[src/rtl/dmem_port_arbiter.sv]
// Shares one data-memory port between the integer and FPU MEM stages:
// round-robin arbitration, registered port drive and tagged read-data return.
module dmem_port_arbiter #(
  parameter int unsigned MEM_LAT = 2,
  parameter int unsigned AW      = 32
) (
  input  logic          clk,
  input  logic          rst,
  input  logic          int_req,
  input  logic          int_we,
  input  logic [AW-1:0] int_addr,
  input  logic [31:0]   int_wdata,
  input  logic          int_flush,
  output logic          int_gnt,
  output logic          int_stall,
  output logic          int_rvalid,
  output logic [31:0]   int_rdata,
  input  logic          fp_req,
  input  logic          fp_we,
  input  logic [AW-1:0] fp_addr,
  input  logic [31:0]   fp_wdata,
  output logic          fp_gnt,
  output logic          fp_stall,
  output logic          fp_rvalid,
  output logic [31:0]   fp_rdata,
  output logic          mem_en,
  output logic          mem_we,
  output logic [AW-1:0] mem_addr,
  output logic [31:0]   mem_wdata,
  input  logic [31:0]   mem_rdata,
  output logic          err_misaligned,
  output logic          err_src
);

  localparam int unsigned DW = 32;
  localparam int unsigned TD = MEM_LAT + 1;

  logic          last_grant_q, last_grant_d;  // 1 = FPU won last
  logic          mem_en_q, mem_en_d;
  logic          mem_we_q, mem_we_d;
  logic [AW-1:0] mem_addr_q, mem_addr_d;
  logic [DW-1:0] mem_wdata_q, mem_wdata_d;
  logic          err_mis_q, err_mis_d;
  logic          err_src_q, err_src_d;
  logic [TD-1:0] tag_valid_q, tag_valid_d;
  logic [TD-1:0] tag_src_q, tag_src_d;
  logic [TD-1:0] tag_err_q, tag_err_d;

  logic          int_ok, fp_ok, any_gnt, misaligned;
  logic          sel_we;
  logic [AW-1:0] sel_addr;
  logic [DW-1:0] sel_wdata;
  logic [TD-1:0] kill_vec;

  // Arbitration: flush blocks integer, conflicts alternate; nothing granted in reset
  always_comb begin
    int_ok    = rst & int_req & ~int_flush;
    fp_ok     = rst & fp_req;
    int_gnt   = int_ok & (~fp_ok | last_grant_q);
    fp_gnt    = fp_ok & ~int_gnt;
    int_stall = rst & int_req & ~int_gnt;
    fp_stall  = rst & fp_req & ~fp_gnt;
    any_gnt   = int_gnt | fp_gnt;
    sel_we    = fp_gnt ? fp_we    : int_we;
    sel_addr  = fp_gnt ? fp_addr  : int_addr;
    sel_wdata = fp_gnt ? fp_wdata : int_wdata;
    misaligned = any_gnt & (sel_addr[1:0] != 2'b00);
  end

  // Next-state for port registers, error pulse and return-tag pipeline
  always_comb begin
    last_grant_d = any_gnt ? fp_gnt : last_grant_q;
    mem_en_d     = any_gnt & ~misaligned;
    mem_we_d     = mem_we_q;
    mem_addr_d   = mem_addr_q;
    mem_wdata_d  = mem_wdata_q;
    if (mem_en_d) begin
      mem_we_d    = sel_we;
      mem_addr_d  = {sel_addr[AW-1:2], 2'b00};
      mem_wdata_d = sel_wdata;
    end
    err_mis_d = misaligned;
    err_src_d = misaligned ? fp_gnt : err_src_q;
    // A flush drops integer tags as they advance; FPU tags pass untouched
    kill_vec    = {TD{int_flush}} & ~tag_src_q;
    tag_valid_d = {tag_valid_q[TD-2:0] & ~kill_vec[TD-2:0], any_gnt & ~sel_we};
    tag_src_d   = {tag_src_q[TD-2:0], fp_gnt};
    tag_err_d   = {tag_err_q[TD-2:0], misaligned};
  end

  always_ff @(posedge clk or negedge rst) begin
    if (!rst) begin
      last_grant_q <= 1'b1;
      mem_en_q     <= 1'b0;
      mem_we_q     <= 1'b0;
      mem_addr_q   <= '0;
      mem_wdata_q  <= '0;
      err_mis_q    <= 1'b0;
      err_src_q    <= 1'b0;
      tag_valid_q  <= '0;
      tag_src_q    <= '0;
      tag_err_q    <= '0;
    end else begin
      last_grant_q <= last_grant_d;
      mem_en_q     <= mem_en_d;
      mem_we_q     <= mem_we_d;
      mem_addr_q   <= mem_addr_d;
      mem_wdata_q  <= mem_wdata_d;
      err_mis_q    <= err_mis_d;
      err_src_q    <= err_src_d;
      tag_valid_q  <= tag_valid_d;
      tag_src_q    <= tag_src_d;
      tag_err_q    <= tag_err_d;
    end
  end

  // Return routing: the oldest tag lines up with memory data; errored loads return 0
  always_comb begin
    int_rvalid = tag_valid_q[TD-1] & ~tag_src_q[TD-1];
    fp_rvalid  = tag_valid_q[TD-1] &  tag_src_q[TD-1];
    int_rdata  = (int_rvalid & ~tag_err_q[TD-1]) ? mem_rdata : '0;
    fp_rdata   = (fp_rvalid  & ~tag_err_q[TD-1]) ? mem_rdata : '0;
  end

  assign mem_en         = mem_en_q;
  assign mem_we         = mem_we_q;
  assign mem_addr       = mem_addr_q;
  assign mem_wdata      = mem_wdata_q;
  assign err_misaligned = err_mis_q;
  assign err_src        = err_src_q;

endmodule

[config.mk]
export PLATFORM = sky130hd
export DESIGN_NAME = dmem_port_arbiter
export DESIGN_NICKNAME = d
export VERILOG_FILES = /design/src/rtl/dmem_port_arbiter.sv
export SDC_FILE = /design/constraint.sdc
export NUM_CORES = 1
export LEC_CHECK = 0
export ABC_AREA = 1
export CAP_MARGIN = 20
export CORE_MARGIN = 5
export CORE_UTILIZATION = 35
export DETAILED_ROUTE_END_ITERATION = 8
export PLACE_DENSITY = 0.81
export SLEW_MARGIN = 20
export SYNTH_ARGS = -nofsm -noshare
export SYNTH_HDL_FRONTEND = slang
export SYNTH_SLANG_ARGS = --single-unit
[constraint.sdc]
create_clock -name clk -period 1.97 [get_ports clk]
set_input_delay 0.197 -clock clk [delete_from_list [all_inputs] [get_ports clk]]
set_output_delay 0.197 -clock clk [all_outputs]
set_load 0.01 [all_outputs]
==> results.toml <==
[clock_network]
insertion_delay_ns = 0.32
htreeDepth = 3
cts_root_buf = "clkbuf_16"
cts_inserted_buffers = 9
clock_path_buffers = 2
cts_tree = "built"
cts_sinks = 75
clk_pin_slew_ns = 0.06

[placement]
hpwlAfterDp_mm = 12.7
port_buffers = 302
place.gp.congestion = 0.816
place_inst = 1058

[logic_synthesis]
synth.avg_cell_area_um2 = 6.71
yosysWarnings = 0
synth.area.top_cells = "dfrtp_1, nand2_1, nand3_1, nor2_1, inv_1"
yosys-top-cells-count = "nand2_1, nand3_1, dfrtp_1, nor2_1, inv_1"
synth.top_cell.area_share_pct = 43.2
synth_edf_count = 0
ys_types = 19
synth_largest_area_cell = "dfrtp_1"
syn_inst = 638
async_flop_share_pct = 100
synth_ff_type = "dfrtp_1"
syn_area_mm2 = 0.00428
seq_area_frac_synth_pct = 43.8
yosys.cell_count.top_type = "nand2_1"
synth-seq-cells = 75

[route]
first_iter_violations = 168
viasPerCell = 4.71
drt_wl_total_mm = 16.7
drtAntennaViolNets = 0
wl_per_cell_um = 15.5
drc = 0
firstDrtPassIters = 5
vias = 5063

[die]
die-height_um = 121
core_mm2 = 0.0120
fp.dieW_um = 121
dieArea_mm2 = 0.0146
row_count = 40
boundaryPins = 305
initial_core_util_pct = 35.7

[timing]
finalCritPeriodShare_pct = 90.8
finalCriticalPeriod_ns = 1.79
setup_tns_ns = 0
setup_viol_count_final = 0
fin_skew_ns = 0.00659
rsz0062_at_grt = "no"
finalMaxSlewViolations = 0
max-slew-margin-rel_pct = 37.5
max_freq_ghz = 0.559
hold_viol = 0
tightest_slew_ns = 0.938

[outcome]
status = "complete, no violations"

[global_routing]
overflow = 0
use_met2_pct = 37.9
busiest_layer = "met2"
grt_pass1_vias = 4924
grtUsageMet1_pct = 25.1
grt.met3_usage_pct = 7.11
antenna_found_initial = 2
grt_start_max_net_pins = 74
grt_first_pass_wirelength_mm = 25.6
grt.total_usage_pct = 21.9

[layout]
n_fill_cell = 1013
num_antenna_cells = 0
layout.nets = 1092
drive_above_1_share_pct = 4.84
final_cells = 1076
area_growth_pct = 84.2

[critical_path]
required_ns = 2.17
crit_type = "flip-flop to flip-flop"
crit_fanout = 32
end_kind = "flip-flop"
start_kind = "flip-flop"
crit_arrival_ns = 1.99

[power_and_ir_drop]
powerDensity_mw_per_mm2 = 689
leakage_nw = 5.03
irDropWorstVdd_v = 0.000365

[run]
drv_cap = 0

[worst_hold_path]
hp-class = "input port to asynchronous set/reset pin"
worst max-delay path, stage by stage, from the launching register on:
cell	delay, ns
dfstp_2	0.51
inv_1	0.04
nand3_1	0.12
nand2_4	0.10
buf_4	0.16
buf_4	0.13
nand3_1	0.11
nand3_2	0.15
buf_12	0.20
nand2_1	0.07
nand2_1	0.05
registers in the layout, summed over array words and instances, names as in the netlist:
name	cells
err_src	1
last_grant_q	1
mem_addr	30
mem_en	1
mem_wdata	32
mem_we	1
tag_err_q	3
tag_src_q	3
tag_valid_q	3
metrics by stage:
stage          power, mW  area, um^2  hold WS, ns  setup WS, ns  utilization (%)
2_1_floorplan       2.67        4290      -0.0986         0.599                -
4_1_cts             5.51        7720        0.224      0.000331             64.3
6_report            5.44        7890        0.173         0.181             65.7
3_5_place_dp        3.83        7410       0.0168        0.0190             61.7
5_1_grt             5.75        7890        0.274        0.0503             65.7
3_3_place_gp        3.81        7410       0.0164        0.0641             61.7
metal layers:
layer / vias to the layer above / routed length (um)
li1: 2537 / -
met1: 2279 / 6320
met2: 209 / 8320
met3: 34 / 1520
met4: 4 / 508
met5: - / 18
placed cells by master, fill, tap and decap left out, types with 3 or more instances in the layout:
| master | count |
|---|---|
| clkbuf_16 | 9 |
| dlygate4sd2_1 | 8 |
| inv_1 | 43 |
| nor2_1 | 68 |
| dlymetal6s2s_1 | 60 |
| clkdlybuf4s50_1 | 233 |
| nand3_1 | 130 |
| nand2_1 | 261 |
| buf_12 | 5 |
| nand2_2 | 3 |
| buf_4 | 14 |
| dfrtp_1 | 74 |
cells by family after synthesis:
logic type | count (synthesis) | synth area share (%)
compound gates | 4 | 0.584
other cells | 1 | 0.0875
simple gates | 466 | 44.9
buf+inv | 92 | 10.5
flops | 75 | 43.8
final timing paths:
| kind | from | endpoint | slack [ns] | cells past startpoint |
|---|---|---|---|---|
| max | last_grant_q$_DFFE_PN1P_ | mem_addr[2]$_DFFE_PN0P_ | 0.18 | 10 |
| min | rst | mem_addr[23]$_DFFE_PN0P_ | 0.17 | 2 |
| max reg2reg | last_grant_q$_DFFE_PN1P_ | mem_addr[2]$_DFFE_PN0P_ | 0.18 | 10 |
| min reg2reg | tag_err_q[1]$_DFF_PN0_ | tag_err_q[2]$_DFF_PN0_ | 0.35 | 0 |
| max in group asynchronous | rst | mem_wdata[8]$_DFFE_PN0P_ | 1.18 | 2 |
| min in group clk | rst | last_grant_q$_DFFE_PN1P_ | 0.27 | 3 |
area by class of cell:
| class | count | area, um^2 | area share [%] |
|---|---|---|---|
| clock buffers | 11 | 253 | 3.20 |
| inverters | 44 | 165 | 2.09 |
| repair buffers | 323 | 3390 | 43.0 |
| clock inverters | 4 | 50.0 | 0.634 |
| well taps | 147 | 184 | 2.33 |
| flip-flops and latches | 75 | 1880 | 23.8 |
| multi-input cells | 472 | 1970 | 25.0 |
timing repair:
item | in CTS | in global routing
cloned | 0 | 0
setup buffers | 0 | 2
pin swaps | 0 | 1
endpoints found under the setup margin | 36 | 60
resized for setup | 11 | 61
hold buffers | 1 | 0
endpoints found under the hold margin | 2 | 0
power by group:
| group | leakage [nW] | total (mW) | internal [mW] | switching, mW |
|---|---|---|---|---|
| Clock | 0.144 | 1.64 | 1.04 | 0.602 |
| Sequential | 0.969 | 1.99 | 1.83 | 0.155 |
| Combinational | 3.91 | 1.81 | 1.00 | 0.805 |
| Total | 5.03 | 5.44 | 3.88 | 1.56 |
(Power assumes the default switching activity.)
